==> config.mk <==
export PLATFORM = sky130hd
export DESIGN_NAME = base10_alu_sched_flat
export DESIGN_NICKNAME = d
export VERILOG_FILES = /design/src/rtl/base10_alu_sched_if.sv /design/src/rtl/base10_alu_sched.sv /design/src/flat_wrapper.sv
export SDC_FILE = /design/constraint.sdc
export NUM_CORES = 1
export LEC_CHECK = 0
export BUFFER_PORTS_ARGS = -buffer_cell sky130_fd_sc_hd__buf_2
export CAP_MARGIN = 25
export CORE_MARGIN = 5
export CORE_UTILIZATION = 41
export CTS_BUF_LIST = sky130_fd_sc_hd__clkbuf_8 sky130_fd_sc_hd__clkbuf_16
export DETAILED_ROUTE_END_ITERATION = 16
export GPL_ROUTABILITY_DRIVEN = 0
export PLACE_DENSITY = 0.77
export SYNTH_ARGS = -nofsm -noshare
export SYNTH_HDL_FRONTEND = slang
export SYNTH_SLANG_ARGS = --single-unit
==> constraint.sdc <==
create_clock -name clk -period 2.3 [get_ports clk]
set_input_delay 0.345 -clock clk [delete_from_list [all_inputs] [get_ports clk]]
set_output_delay 0.345 -clock clk [all_outputs]
set_load 0.03 [all_outputs]
==> src/rtl/base10_alu_sched_if.sv <==
// Request/response bus between the requesting engines and base10_alu_sched.
// The master side is a requester pool and the slave side is the scheduler.
interface base10_alu_sched_if #(
    parameter int NUM_REQ = 4
);
    logic [NUM_REQ-1:0]    req_valid;
    logic [NUM_REQ-1:0]    req_ready;
    logic [4*NUM_REQ-1:0]  req_op;
    logic [16*NUM_REQ-1:0] req_a;
    logic [16*NUM_REQ-1:0] req_b;
    logic [NUM_REQ-1:0]    rsp_valid;
    logic [15:0]           rsp_result;
    logic                  rsp_error;

    modport master (
        output req_valid, req_op, req_a, req_b,
        input  req_ready, rsp_valid, rsp_result, rsp_error
    );

    modport slave (
        input  req_valid, req_op, req_a, req_b,
        output req_ready, rsp_valid, rsp_result, rsp_error
    );
endinterface

==> src/rtl/base10_alu_sched.sv <==
// Round-robin scheduler sharing one base10_alu among NUM_REQ requesters.
// Define ALU_SCHED_TIMEOUT_EN to build the WAIT-state watchdog (TIMEOUT_CYCLES).
module base10_alu_sched #(
    parameter int NUM_REQ        = 4,
    parameter int TIMEOUT_CYCLES = 15
) (
    input  logic                clk,
    input  logic                reset,
    base10_alu_sched_if.slave   bus,
    output logic                busy,
    output logic [15:0]         ops_done,
    output logic                alu_enable,
    output logic [3:0]          alu_operation,
    output logic [15:0]         alu_operand_a,
    output logic [15:0]         alu_operand_b,
    input  logic [15:0]         alu_result,
    input  logic                alu_valid
);

    localparam int IDX_W = (NUM_REQ > 2) ? $clog2(NUM_REQ) : 1;

    typedef enum logic [1:0] {
        IDLE    = 2'd0,
        ISSUE   = 2'd1,
        WAIT    = 2'd2,
        RESPOND = 2'd3
    } state_t;

    if (NUM_REQ < 2 || NUM_REQ > 8 || TIMEOUT_CYCLES < 1) begin : g_param_check
        $error("base10_alu_sched: NUM_REQ must be 2..8 and TIMEOUT_CYCLES >= 1");
    end

    state_t               state;
    state_t               next_state;
    logic [IDX_W-1:0]     owner;
    logic [IDX_W-1:0]     last_grant;
    logic [IDX_W-1:0]     grant_idx;
    logic                 grant_vld;
    logic [3:0]           sel_op;
    logic [15:0]          sel_a;
    logic [15:0]          sel_b;
    logic [NUM_REQ-1:0]   owner_onehot;
    logic                 timeout_hit;

    // Search starts one past the last served requester, so it has lowest priority.
    always_comb begin : arbiter
        logic [IDX_W:0] cand;
        // NOTE: every combinational output gets a default first so no path infers a latch.
        grant_vld     = 1'b0;
        grant_idx     = '0;
        cand          = '0;
        bus.req_ready = '0;
        if (state == IDLE) begin
            for (int k = 1; k <= NUM_REQ; k++) begin
                cand = {1'b0, last_grant} + (IDX_W+1)'(k);
                if (cand >= (IDX_W+1)'(NUM_REQ)) begin
                    cand = cand - (IDX_W+1)'(NUM_REQ);
                end
                if (!grant_vld && bus.req_valid[cand[IDX_W-1:0]]) begin
                    grant_vld = 1'b1;
                    grant_idx = cand[IDX_W-1:0];
                end
            end
        end
        if (grant_vld) begin
            bus.req_ready[grant_idx] = 1'b1;
        end
    end

    always_comb begin : payload_mux
        sel_op       = '0;
        sel_a        = '0;
        sel_b        = '0;
        owner_onehot = '0;
        for (int i = 0; i < NUM_REQ; i++) begin
            if (grant_idx == IDX_W'(i)) begin
                sel_op = bus.req_op[4*i +: 4];
                sel_a  = bus.req_a[16*i +: 16];
                sel_b  = bus.req_b[16*i +: 16];
            end
            owner_onehot[i] = (owner == IDX_W'(i));
        end
    end

    always_comb begin : next_state_logic
        next_state = state;
        unique case (state)
            IDLE:    if (grant_vld) next_state = ISSUE;
            ISSUE:   next_state = WAIT;
            WAIT:    if (alu_valid || timeout_hit) next_state = RESPOND;
            RESPOND: next_state = IDLE;
            default: next_state = IDLE;
        endcase
    end

    // NOTE: sequential state uses non-blocking assignments so every register samples pre-edge values.
    always_ff @(posedge clk or posedge reset) begin
        // NOTE: only control and datapath registers exist here, so all of them take a reset value.
        if (reset) begin
            state          <= IDLE;
            owner          <= '0;
            last_grant     <= IDX_W'(NUM_REQ - 1);
            busy           <= 1'b0;
            ops_done       <= '0;
            alu_enable     <= 1'b0;
            alu_operation  <= '0;
            alu_operand_a  <= '0;
            alu_operand_b  <= '0;
            bus.rsp_valid  <= '0;
            bus.rsp_result <= '0;
        end else begin
            state         <= next_state;
            busy          <= (next_state != IDLE);
            alu_enable    <= (next_state == ISSUE);
            bus.rsp_valid <= (next_state == RESPOND) ? owner_onehot : '0;
            unique case (state)
                IDLE: begin
                    if (grant_vld) begin
                        owner         <= grant_idx;
                        alu_operation <= sel_op;
                        alu_operand_a <= sel_a;
                        alu_operand_b <= sel_b;
                    end
                end
                WAIT: begin
                    if (alu_valid) begin
                        bus.rsp_result <= alu_result;
                    end else if (timeout_hit) begin
                        bus.rsp_result <= '0;
                    end
                end
                RESPOND: begin
                    last_grant <= owner;
                    ops_done   <= ops_done + 16'd1;
                end
                default: ;
            endcase
        end
    end

`ifdef ALU_SCHED_TIMEOUT_EN
    logic [15:0] wait_cnt;

    always_ff @(posedge clk or posedge reset) begin
        if (reset) begin
            wait_cnt      <= '0;
            bus.rsp_error <= 1'b0;
        end else begin
            wait_cnt <= (state == WAIT) ? wait_cnt + 16'd1 : '0;
            if (state == WAIT) begin
                if (alu_valid) begin
                    bus.rsp_error <= 1'b0;
                end else if (timeout_hit) begin
                    bus.rsp_error <= 1'b1;
                end
            end
        end
    end

    // The counter reads 0 in the first WAIT cycle, so TIMEOUT_CYCLES WAIT cycles end here.
    assign timeout_hit = (state == WAIT) && (wait_cnt == 16'(TIMEOUT_CYCLES - 1));
`else
    assign timeout_hit   = 1'b0;
    assign bus.rsp_error = 1'b0;
`endif

endmodule

==> src/flat_wrapper.sv <==
// flat-port wrapper written by rule: the top's interface ports become plain ports
module base10_alu_sched_flat 
#(
    parameter int NUM_REQ        = 4,
    parameter int TIMEOUT_CYCLES = 15
)
  (clk, reset, busy, ops_done, alu_enable, alu_operation, alu_operand_a, alu_operand_b, alu_result, alu_valid, bus_req_valid, bus_req_op, bus_req_a, bus_req_b, bus_req_ready, bus_rsp_valid, bus_rsp_result, bus_rsp_error);
  base10_alu_sched_if #(.NUM_REQ(NUM_REQ)) bus_i ();
  input  logic clk;
  input  logic reset;
  output logic busy;
  output logic [15:0] ops_done;
  output logic alu_enable;
  output logic [3:0] alu_operation;
  output logic [15:0] alu_operand_a;
  output logic [15:0] alu_operand_b;
  input  logic [15:0] alu_result;
  input  logic alu_valid;
  input wire logic [$bits(bus_i.req_valid)-1:0] bus_req_valid;
  input wire logic [$bits(bus_i.req_op)-1:0] bus_req_op;
  input wire logic [$bits(bus_i.req_a)-1:0] bus_req_a;
  input wire logic [$bits(bus_i.req_b)-1:0] bus_req_b;
  output wire logic [$bits(bus_i.req_ready)-1:0] bus_req_ready;
  output wire logic [$bits(bus_i.rsp_valid)-1:0] bus_rsp_valid;
  output wire logic [$bits(bus_i.rsp_result)-1:0] bus_rsp_result;
  output wire logic [$bits(bus_i.rsp_error)-1:0] bus_rsp_error;
  assign bus_i.req_valid = bus_req_valid;
  assign bus_i.req_op = bus_req_op;
  assign bus_i.req_a = bus_req_a;
  assign bus_i.req_b = bus_req_b;
  assign bus_req_ready = bus_i.req_ready;
  assign bus_rsp_valid = bus_i.rsp_valid;
  assign bus_rsp_result = bus_i.rsp_result;
  assign bus_rsp_error = bus_i.rsp_error;
  base10_alu_sched #(.NUM_REQ(NUM_REQ), .TIMEOUT_CYCLES(TIMEOUT_CYCLES)) u_core (.clk(clk), .reset(reset), .bus(bus_i), .busy(busy), .ops_done(ops_done), .alu_enable(alu_enable), .alu_operation(alu_operation), .alu_operand_a(alu_operand_a), .alu_operand_b(alu_operand_b), .alu_result(alu_result), .alu_valid(alu_valid));
endmodule
==> metrics.md, run 1 <==
| Metric | Value |
|---|---|
| Worst Path Arrival | 1.90 ns |
| Simple-gate share of the synthesized area | 0.1210 |
| Die Height | approximately 120 um |
| RSZ-0062 raised after global routing | yes |
| Count leader, synth | dfrtp_1 |
| Vias in the first global route | 4784 |
| Sequential-to-total area share from yosys stat | 0.4337 |
| Row count | 38 |
| Setup Viol. Count Final | 0 |
| Fraction of layout cells with a size suffix above 1 | 0.5496 |
| Total wire length | about 15000 um |
| GR Layer Usage met2 | 0.3870 |
| Most frequent cells after synthesis | 78 x dfrtp_1, 51 x nand2_1, 42 x nor2_1, 35 x a211oi_1, 32 x o31a_1 |
| Maxcap violations | 0 |
| Final Hold Viols | 0 |
| XOR/XNOR share of the synthesized area | 0.02842 |
| Largest family of logic cells by synthesized area | compound AO/OA/AOI/OAI gates |
| Fin crit share | 0.9750 |
| Main synth FF type | dfrtp_1 |
| Clock buffer depth | 2 |
| Synth cell types | 50 |
| DRC viols | 0 |
| Worst vdd ir | a little over 700 uV |
| Post-synth top area cell | dfrtp_1 |
| Gr ovfl total | 0 |
| Grt peak-use layer | met2 |
| Number of clock sinks | 80 |
| Cell area after layout | 6336 sq um |
| Worst-Skew Late Latency | around 0.34 ns |
| Pwr dens | 1457 nW/um^2 |
| Core ar. | 10940 sq um |
| CP Data Required Time | 1.96 ns |
| Initial Util | 0.4227 |
| Syn_nets | 611 |
| Synth Area in Compound Gates | 0.2934 |
| Post-synthesis mux area share | 0.05495 |
| First-pass GRT wire length | approximately 23000 um |
| Storage element area | 2004 sq um |
| Final #Nets | around 850 |
| Netlist Area Pre-Place | 4622 sq um |
| Worst-Margin Slew | around 0.62 ns |
| M1 GR Usage | 0.2614 |
| Multi-input gate area in the final layout | 2382 sq um |
| Startpoint Class | flop |
| Worst path max stage delay | roughly 0.55 ns |
| Crit-path cells | inv_1 > o311a_1 > a21o_2 > nor2_2 > buf_6 |
| Min-Delay Path Class | in -> async |
| Avg Cell Area, Syn | 10.50 sq um |
| Layout fillers | 964 |
| Clk root buf | clkbuf_16 |
| Crit Path Category | reg -> out |
| Rel. slew slack | 0.5830 |
| Port buffer count | 244 |
| Initial DRT Pass Iterations | 4 |
| Number of buffers created by CTS | 9 |
| Hpwl dp | 11420 um |
| Synth Register Bits | 80 |
| Worst Slack Setup Final | around 0.057 ns |
| Asr flop ratio synth | 1.000 |
| Syn Inst Count | 440 |
| Starting DRT DRC Count | between 300 and 400 |
| Minimum clock period | 2.243 ns |
| Share of the synthesized area in the top cell type | 0.4223 |
| Pwr Total | 9.233 mW |
| Via Count | 4453 |
| Die W | 116.2 um |
| CTS tree | done |
| Worst Setup End Kind | output pin |
| Worst Skew | 0.01015 ns |
| EDFF count, synth | 0 |
| Status | complete, no violations |
| Max-slew violations | 0 |
| Total track usage | 0.2155 |
| CP Max Fanout | 4 |
| Initial antenna violation count | 1 |
| H-Tree Level Count | 3 |
| Post-place setup slack | roughly 0.19 ns |
| Met3 Track Usage GR | 0.04041 |
| Via/cell ratio | 5.385 |
| Leakage power | 2.985 nW |
| Synth Area in Adders | 0.01083 |
| Max Freq | around 450 MHz |
| Num ports | 246 |
| Top post-synthesis cells by area | dfrtp_1 42%, a211oi_2 7.9%, o31a_1 6.1%, a211oi_1 5.7%, a21oi_2 5.7% |
| Synth warn | 0 |
| Die area | 13500 sq um |
| CP max stage cell | dfstp_2 |
| WL/cell | 17.96 um |
| Detail Route Antenna Nets | 0 |
| Clk pin slew, worst setup/hold paths | 0.07 ns |
| Placed inst area | 5998 sq um |
| Largest net degree at the start of global routing | 81 |
| P&R area growth vs syn | 37.09% |
state kept, by name, indices dropped and copies added, names as in the netlist:
name                   flops
u_core.last_grant          2
u_core.alu_enable          1
u_core.ops_done           16
u_core.busy                1
u_core.bus.rsp_result     16
u_core.owner               2
u_core.alu_operation       4
u_core.state               2
u_core.bus.rsp_valid       4
u_core.alu_operand_a      16
u_core.alu_operand_b      16
per-stage QoR:
stage,util,setup TNS [ns],hold slack [ns],cells
6_report,0.5794,0,0.1056,827
5_1_grt,0.5792,-0.05739,0.1664,826
4_1_cts,0.5785,0,0.1376,826
3_5_place_dp,0.5485,0,0.4715,808
3_3_place_gp,0.5485,0,0.4571,808
2_1_floorplan,-,0,0.4686,440
area by class of cell:
| cell class | count | share of cell area |
|---|---|---|
| multi-input cells | 316 | 0.3760 |
| flip-flops and latches | 80 | 0.3164 |
| repair buffers | 267 | 0.2279 |
| clock buffers | 9 | 0.03555 |
| well taps | 140 | 0.02765 |
| clock inverters | 7 | 0.01145 |
| inverters | 7 | 0.004739 |
| diodes | 1 | 0.0003949 |
cells in the final DEF (no fill, tap or decap), types with 3 or more instances in the layout:
| cell type | instances |
|---|---|
| a211oi_1 | 35 |
| a21oi_2 | 29 |
| buf_12 | 3 |
| a21oi_1 | 4 |
| buf_4 | 20 |
| a221o_1 | 3 |
| dfrtp_1 | 78 |
| clkbuf_16 | 9 |
| nand2b_1 | 3 |
| inv_6 | 3 |
| o31a_1 | 32 |
| a211oi_2 | 29 |
| nand2_1 | 51 |
| nand4_1 | 4 |
| nand3_1 | 4 |
| or2_2 | 3 |
| xor2_1 | 3 |
| mux2i_1 | 4 |
| nor2_1 | 41 |
| inv_1 | 6 |
| xnor2_1 | 12 |
| ha_1 | 3 |
| mux2_2 | 19 |
| buf_2 | 242 |
| o31ai_1 | 3 |
worst max-delay path: cells and delay by family (launching register included):
kind                   cells  cell delay (ns)
AOI/OAI and AO/OA          2             0.67
DFF                        1             0.55
buffers and inverters      2             0.20
and+or+nand+nor            1             0.15
power breakdown:
| group | total [mW] | internal, mW | switching, mW |
|---|---|---|---|
| clock network | 1.42 | 0.768 | 0.652 |
| logic | 5.39 | 1.97 | 3.42 |
| registers | 2.42 | 2.05 | 0.370 |
| total | 9.23 | 4.79 | 4.44 |
final timing paths:
kind                                                    endpoint  cells past startpoint                             start  slack, ns
max                                             bus_req_ready[0]                      5  u_core.last_grant[1]$_DFFE_PP1N_       0.06
min                        u_core.bus.rsp_result[14]$_DFFE_PP0P_                      3                             reset       0.11
max reg2reg                  u_core.alu_operand_a[6]$_DFFE_PP0P_                      7  u_core.last_grant[0]$_DFFE_PP1N_       0.28
min reg2reg                      u_core.ops_done[15]$_DFFE_PP0N_                      1   u_core.ops_done[15]$_DFFE_PP0N_       0.49
max in group asynchronous   u_core.alu_operand_b[12]$_DFFE_PP0P_                      3                             reset       1.82
min in group clk            u_core.bus.rsp_result[9]$_DFFE_PP0P_                      2                     alu_result[9]       0.24
per-layer routing:
metal  vias up  share of wire
li1       2095              -
met1      2130           0.39
met2       207           0.51
met3        19          0.081
met4         2          0.012
met5         -        0.00047
cell families (layout without fill, tap and decap cells):
| family | after synthesis | after routing |
|---|---|---|
| mux | 23 | 23 |
| other cells | 1 | 2 |
| flops | 80 | 80 |
| fa+ha+maj | 4 | 4 |
| xor+xnor | 15 | 15 |
| buf+inv | 44 | 290 |
| compound gates | 149 | 149 |
| simple gates | 124 | 124 |
repair_timing:
item | 4_1_cts | 5_1_grt
gates resized for setup | 6 | 2
hold buffers | 0 | 0
setup endpoints to repair | 4 | 4
pin swaps | 1 | 1
setup buffers | 2 | 0
(Power assumes the default switching activity.)
==> inputs of run 2 (changes only) <==
--- a/config.mk
+++ b/config.mk
@@ -5,6 +5,7 @@
 export SDC_FILE = /design/constraint.sdc
 export NUM_CORES = 1
 export LEC_CHECK = 0
+export ABC_AREA = 1
 export BUFFER_PORTS_ARGS = -buffer_cell sky130_fd_sc_hd__buf_2
 export CAP_MARGIN = 25
 export CORE_MARGIN = 5
==> run 2 against run 1 <==
The run now ends with setup timing left. Utilization rose by 1.1 points. Highest routed layer unchanged. Maximum frequency shrank 12%. Largest cell class unchanged. Wire length decreased by 4.0%.
==> metrics.md, run 2 <==
| Metric | Value |
|---|---|
| Critical register-to-register path startpoint | u_core.last_grant[0]$_DFFE_PP1N_ |
| Hpwl dp | 10770 um (-5.7%) |
| Leakage power | 3.618 nW (+21%) |
| Fraction of layout cells with a size suffix above 1 | 0.4074 (-0.1422) |
| Row count | 38 (unchanged) |
| Die area | 13350 sq um (-1.1%) |
| Pwr Total | 9.785 mW (+6.0%) |
| Minimum clock period | 2.558 ns (+0.3158 ns) |
| CTS tree | done |
| Worst-Margin Slew | 0.5066 ns (-0.1174 ns) |
| Die W | 115.5 um (-0.55%) |
| Via Count | 4858 (+9.1%) |
| Starting DRT DRC Count | 233 (-28%) |
| Synth Register Bits | 80 (unchanged) |
| Max-slew violations | 0 (unchanged) |
| Main synth FF type | dfrtp_1 |
| Total wire length | 14270 um (-4.0%) |
| Worst vdd ir | 793.5 uV (+13%) |
| Number of clock sinks | 80 (unchanged) |
| Maxcap violations | 0 (unchanged) |
| Crit path buffers/inverters | 4 (+2) |
| Top post-synthesis cells by area | dfrtp_1 43%, nand2_1 18%, nor2_1 6.8%, nand3_1 5.8%, mux2_2 3.9% |
| FF-to-FF End | u_core.alu_operand_a[1]$_DFFE_PP0P_ |
| Number of buffers created by CTS | 9 (unchanged) |
| Detail Route Antenna Nets | 0 (unchanged) |
| Fin crit share | 1.112 (+0.1373) |
| WL/cell | 14.14 um (-21%) |
| Largest net degree at the start of global routing | 59 (-27%) |
| Worst path max stage delay | 0.59 ns (+0.04 ns) |
| Number of antenna diodes | 0 (-1) |
| Max Freq | 390.9 MHz (-12%) |
| Clk pin slew, worst setup/hold paths | 0.09 ns (+0.02 ns) |
| Gr ovfl total | 0 (unchanged) |
| Failing checks | setup timing |
| Post-place setup slack | 0.04034 ns (-0.1505 ns) |
| Total track usage | 0.2061 (-0.009356) |
| RSZ-0062 raised after global routing | yes |
| Rel. slew slack | 0.6622 (+0.07925) |
| Clock buffer depth | 2 (unchanged) |
| Most frequent cells after synthesis | 215 x nand2_1, 83 x nor2_1, 78 x dfrtp_1, 53 x nand3_1, 25 x inv_1 |
| Worst Setup End Kind | output pin |
| Synth cell types | 32 (-36%) |
| Num ports | 246 (unchanged) |
| Reg-to-reg setup timing slack | -0.08 ns (-0.36 ns) |
| Netlist Area Pre-Place | 4567 sq um (-1.2%) |
| Crit-path cells | buf_4 > nand2_1 > nand2_1 > nand2_2 > nand2_4 > nor2_1 > nor2_2 > nand2_4 > inv_4 > nor2_8 > buf_12 > nor2_4 > buf_6 |
| Count leader, synth | nand2_1 |
| Avg Cell Area, Syn | 7.586 sq um (-28%) |
| Syn Inst Count | 602 (+37%) |
| Final #Nets | 1035 (+21%) |
| CP Max Fanout | 5 (+1) |
| Port buffer count | 244 (unchanged) |
| Worst Slack Setup Final | -0.2583 ns (-0.3158 ns) |
| Worst reg-to-reg path cell count | 17 (+10) |
| DRC viols | 0 (unchanged) |
| Startpoint Class | flop |
| Clk root buf | clkbuf_8 |
| Most frequent cells in the layout | 240 x buf_2, 209 x nand2_1, 78 x nor2_1, 78 x dfrtp_1, 53 x nand3_1 |
| CP max stage cell | dfstp_2 |
| Asr flop ratio synth | 1.000 (unchanged) |
| Core ar. | 10890 sq um (-0.44%) |
| EDFF count, synth | 0 (unchanged) |
| Layout fillers | 1006 (+4.4%) |
| Sequential-to-total area share from yosys stat | 0.4389 (+0.005228) |
| Die Height | 115.5 um (-0.55%) |
| Vias in the first global route | 4754 (-0.63%) |
| Largest delay share family, worst path | simple AND/OR/NAND/NOR gates |
| Final Hold Viols | 0 (unchanged) |
| Status | finished with violations |
| Synth warn | 0 (unchanged) |
| First-pass GRT wire length | 21680 um (-5.4%) |
| Via/cell ratio | 4.815 (-11%) |
| Worst-Skew Late Latency | 0.36 ns (+0.02 ns) |
| Initial antenna violation count | 2 (+1) |
| Pwr dens | 1522 nW/um^2 (+4.5%) |
| CP startpoint | u_core.last_grant[0]$_DFFE_PP1N_ |
| P&R area growth vs syn | 40.77% |
| Initial Util | 0.4194 (-0.003211) |
| H-Tree Level Count | 3 (unchanged) |
| Crit Path Category | reg -> out |
| Share of the synthesized area in the top cell type | 0.4274 (+0.005091) |
| Setup Viol. Count Final | 25 (+25) |
| Most common cell after layout, fill and taps aside | buf_2 |
| Worst Skew | 0.01302 ns (+0.002875 ns) |
| Initial DRT Pass Iterations | 4 (unchanged) |
| Min-Delay Path Class | in -> async |
| Worst Path Arrival | 2.21 ns (+0.31 ns) |
| Post-synth top area cell | dfrtp_1 |
| Syn_nets | 773 (+27%) |
| CP Data Required Time | 1.96 ns (about the same) |
==> run 2: final cells by class <==
cell class,instances,area (sq um),area share
tap,140,175.2,0.02725
inverter,33,137.6,0.02141
clock buffer,9,123.9,0.01927
multi-input combinational,461,2303,0.3583
sequential,80,2004,0.3118
timing repair buffer,279,1613,0.2509
clock inverter,7,71.32,0.01109
==> run 2: cell families after synthesis <==
group,after synthesis,share of synthesized area
buf+inv,61,0.07370
simple gates,390,0.3682
xor+xnor,15,0.02877
compound gates,35,0.03918
fa+ha+maj,4,0.01096
other cells,1,0.0008211
flops,80,0.4389
mux,16,0.03945
==> run 2: metal layers <==
metal / wire [um] / up-vias / global-route usage / part of all wire
met5: 21 / - / 0 / 0.0015
met4: 374 / 4 / 0.09937 / 0.026
met3: 1275 / 37 / 0.05692 / 0.089
met2: 6816 / 216 / 0.3414 / 0.48
met1: 5777 / 2175 / 0.2481 / 0.40
li1: - / 2426 / - / -
==> run 2: how the worst max path moves through the flow <==
stage | to | slack [ns] | cells past startpoint
2_1_floorplan | bus_req_ready[3] | 0.04 | 15
6_report | bus_req_ready[2] | -0.26 | 13
5_1_grt | bus_req_ready[0] | -0.35 | 12
3_5_place_dp | bus_req_ready[1] | 0.04 | 13
3_3_place_gp | bus_req_ready[1] | 0.11 | 13
4_1_cts | bus_req_ready[2] | -0.24 | 13
==> run 2: worst min-delay path, stage by stage <==
cell and delay (ns):
buf_2 0.11, clkinvlp_4 0.06, buf_4 0.41
==> run 2: power breakdown <==
part,leakage (nW),switching (mW),total (mW),internal (mW)
clock network,0.0974,0.537,1.04,0.503
registers,0.998,0.347,2.37,2.03
logic,2.52,4.07,6.37,2.30
==> run 2: per-stage QoR <==
stage | instances | setup TNS (ns) | area [sq um] | hold WS, ns | utilization
5_1_grt | 1009 | -6.591 | 6429 | 0.1329 | 0.5904
3_3_place_gp | 975 | 0 | 5942 | 0.4562 | 0.5457
2_1_floorplan | 602 | 0 | 4573 | 0.4535 | -
6_report | 1009 | -1.298 | 6429 | 0.1097 | 0.5904
3_5_place_dp | 975 | 0 | 5942 | 0.4624 | 0.5457
4_1_cts | 1005 | -0.8884 | 6337 | 0.1139 | 0.5821
==> run 2: repair_timing <==
item | CTS | global route
gates resized for setup | 30 | 13
pin swaps | 9 | 6
hold endpoints to repair | 0 | 0
buffers inserted | 14 | 3
endpoints found under the setup margin | 4 | 41
gates cloned | 0 | 1
hold buffers | 0 | 0
==> inputs of run 3 (changes only) <==
--- a/config.mk
+++ b/config.mk
@@ -9,11 +9,12 @@
 export BUFFER_PORTS_ARGS = -buffer_cell sky130_fd_sc_hd__buf_2
 export CAP_MARGIN = 25
 export CORE_MARGIN = 5
-export CORE_UTILIZATION = 41
+export CORE_UTILIZATION = 45
 export CTS_BUF_LIST = sky130_fd_sc_hd__clkbuf_8 sky130_fd_sc_hd__clkbuf_16
 export DETAILED_ROUTE_END_ITERATION = 16
 export GPL_ROUTABILITY_DRIVEN = 0
-export PLACE_DENSITY = 0.77
+export PLACE_DENSITY = 0.8
+export SETUP_SLACK_MARGIN = 0.05
 export SYNTH_ARGS = -nofsm -noshare
 export SYNTH_HDL_FRONTEND = slang
 export SYNTH_SLANG_ARGS = --single-unit
==> constraint.sdc (replaced) <==
create_clock -name clk -period 2.9 [get_ports clk]
set_input_delay 0.435 -clock clk [delete_from_list [all_inputs] [get_ports clk]]
set_output_delay 0.435 -clock clk [all_outputs]
set_load 0.03 [all_outputs]
==> run 3 against run 2 <==
The flow now finishes without violations. Sequential power down 20%. Non-clock buffer count shrank 6. Clock-buffer cell count unchanged.
==> metrics.md, run 3 (same netlist as run 2, synthesis figures left out) <==
| Metric | Value |
|---|---|
| Via Count | 4880 (+0.45%) |
| Core ar. | 9819 sq um (-9.8%) |
| Final Hold Viols | 0 (unchanged) |
| CP max stage cell | dfstp_2 |
| Starting DRT DRC Count | 369 (+58%) |
| DP Cell Count | 959 (-1.6%) |
| Final Non-Filler Cells | 997 (-1.2%) |
| DRC viols | 0 (unchanged) |
| Min-Delay Path Class | in -> async |
| Vias in the first global route | 4679 (-1.6%) |
| Crit Path Category | reg -> out |
| Die W | 110.7 um (-4.2%) |
| Number of antenna diodes | 0 (unchanged) |
| Worst Path Arrival | 2.31 ns (+0.10 ns) |
| Worst vdd ir | 648.7 uV (-18%) |
| CP Max Fanout | 10 (+5) |
| Die area | 12260 sq um (-8.1%) |
| Total wire length | 14500 um (+1.6%) |
| Total track usage | 0.2265 (+0.02037) |
| Worst path max stage delay | 0.61 ns (+0.02 ns) |
| WL/cell | 14.54 um (+2.8%) |
| Largest net degree at the start of global routing | 81 (+37%) |
| Port buffer count | 244 (unchanged) |
| P&R area growth vs syn | 37.70% |
| Gr ovfl total | 0 (unchanged) |
| Initial DRT Pass Iterations | 4 (unchanged) |
| Hpwl dp | 10840 um (+0.67%) |
| Via/cell ratio | 4.895 (+1.7%) |
| Startpoint Class | flop |
| Most frequent cells in the layout | 240 x buf_2, 211 x nand2_1, 83 x nor2_1 |
| RSZ-0062 raised after global routing | yes |
| Max-slew violations | 0 (unchanged) |
| CTS tree | done |
| Setup Viol. Count Final | 0 (-100%) |
| Initial Util | 0.4651 (+0.04564) |
| Clk pin slew, worst setup/hold paths | 0.10 ns (about the same) |
| Initial antenna violation count | 0 (-2) |
| H-Tree Level Count | 3 (unchanged) |
| Maxcap violations | 0 (unchanged) |
| Final #Nets | 1030 (-0.48%) |
| Worst Skew | 0.01117 ns (-0.001851 ns) |
| First-pass GRT wire length | 22690 um (+4.6%) |
| Worst Setup End Kind | output pin |
| Setup TNS | 0 ns (+1.298 ns) |
| Pwr Total | 7.669 mW (-22%) |
| Detail Route Antenna Nets | 0 (unchanged) |
| Number of clock sinks | 80 (unchanged) |
| Multi-input gate area in the final layout | 2272 sq um (-1.4%) |
| Clk root buf | clkbuf_8 |
| Crit-path cells | buf_4 > nand2_1 > nand3_1 > nand2_1 > nor2_4 > nand3_2 > nand2_2 > inv_4 > nor2_8 > nand2_8 > inv_1 > buf_4 |
| Minimum clock period | between 2 and 3 ns |
| CP Data Required Time | 2.47 ns (+0.51 ns) |
| Status | complete, no violations |
| Storage element area | 2004 sq um (unchanged) |
| Num ports | 246 (unchanged) |
| Worst-Skew Late Latency | 0.35 ns (about the same) |
| Pwr dens | 1220 nW/um^2 (-20%) |
| Max Freq | approximately 360 MHz |
| Leakage power | 3.584 nW (-0.93%) |
| Fin crit share | 0.9464 |
| Die Height | 110.7 um (-4.2%) |
| Layout fillers | 919 (-8.6%) |
| Number of buffers created by CTS | 9 (unchanged) |
| Clock buffer depth | 2 (unchanged) |
| Most common cell after layout, fill and taps aside | buf_2 |
| Row count | 36 (-5.3%) |
| Fraction of layout cells with a size suffix above 1 | 0.3947 (-0.01269) |
[run 3: cell types whose count changed in the layout (fill, tap and decap cells not counted), sizes merged]
cell,before,now
buf,278,272
clkinvlp,3,0
inv,35,37
bufinv,1,2
nor2,86,87
[run 3: worst max-delay path, delay by kind of cell, from the launching register on]
family / cells / cell delay, ns
simple gates: 8 / 0.91
flops: 1 / 0.61
buf+inv: 4 / 0.42
[run 3: timing repair]
item / in CTS / in global routing
endpoints found under the hold margin: 0 / 0
pin swaps: 1 / 5
cloned: 1 / 0
setup endpoints to repair: 3 / 4
hold buffers: 0 / 0
gates resized for setup: 2 / 13
buffers inserted: 2 / 19
[run 3: per-stage QoR]
step	area (sq um)	worst slack (ns)	util	hold WS, ns
after detailed placement	5836	0.3190	0.5943	0.4603
final	6289	0.1554	0.6404	0.1462
after global routing	6289	0.01757	0.6404	0.1713
after global placement	5836	0.4056	0.5943	0.4568
after floorplan	4567	0.4166	-	0.4535
after CTS	6100	0.04422	0.6212	0.1522
[run 3: cell type report]
cell class,count,share of cell area
multi-input cells,462,0.3613
flip-flops and latches,80,0.3187
repair buffers,273,0.2350
well taps,133,0.02646
inverters,33,0.02149
clock buffers,9,0.01970
clock inverters,7,0.01731
[run 3: power breakdown]
group	total [mW]	switching, mW	internal (mW)
clock network	0.954	0.448	0.506
logic	4.83	3.19	1.64
registers	1.89	0.279	1.61
[run 3: worst paths after layout]
path	startpoint	to	slack, ns	cells after the start
worst max-delay path	u_core.last_grant[0]$_DFFE_PP1N_	bus_req_ready[3]	0.16	12
worst min-delay path	reset	u_core.bus.rsp_result[8]$_DFFE_PP0P_	0.15	3
worst max register to register	u_core.last_grant[0]$_DFFE_PP1N_	u_core.alu_operand_a[7]$_DFFE_PP0P_	0.42	16
worst min register to register	u_core.alu_operand_a[9]$_DFFE_PP0P_	u_core.alu_operand_a[9]$_DFFE_PP0P_	0.48	2
max in group asynchronous	reset	u_core.alu_operand_a[14]$_DFFE_PP0P_	2.41	3
min in group clk	alu_result[13]	u_core.bus.rsp_result[13]$_DFFE_PP0P_	0.31	2
[run 3: routing by layer]
metal | wire length, um | up-vias | track usage
met3 | 1286 | 24 | 0.07424
li1 | - | 2420 | -
met1 | 5626 | 2211 | 0.2686
met4 | 258 | 0 | 0.06486
met5 | 0 | - | 0
met2 | 7326 | 225 | 0.3920
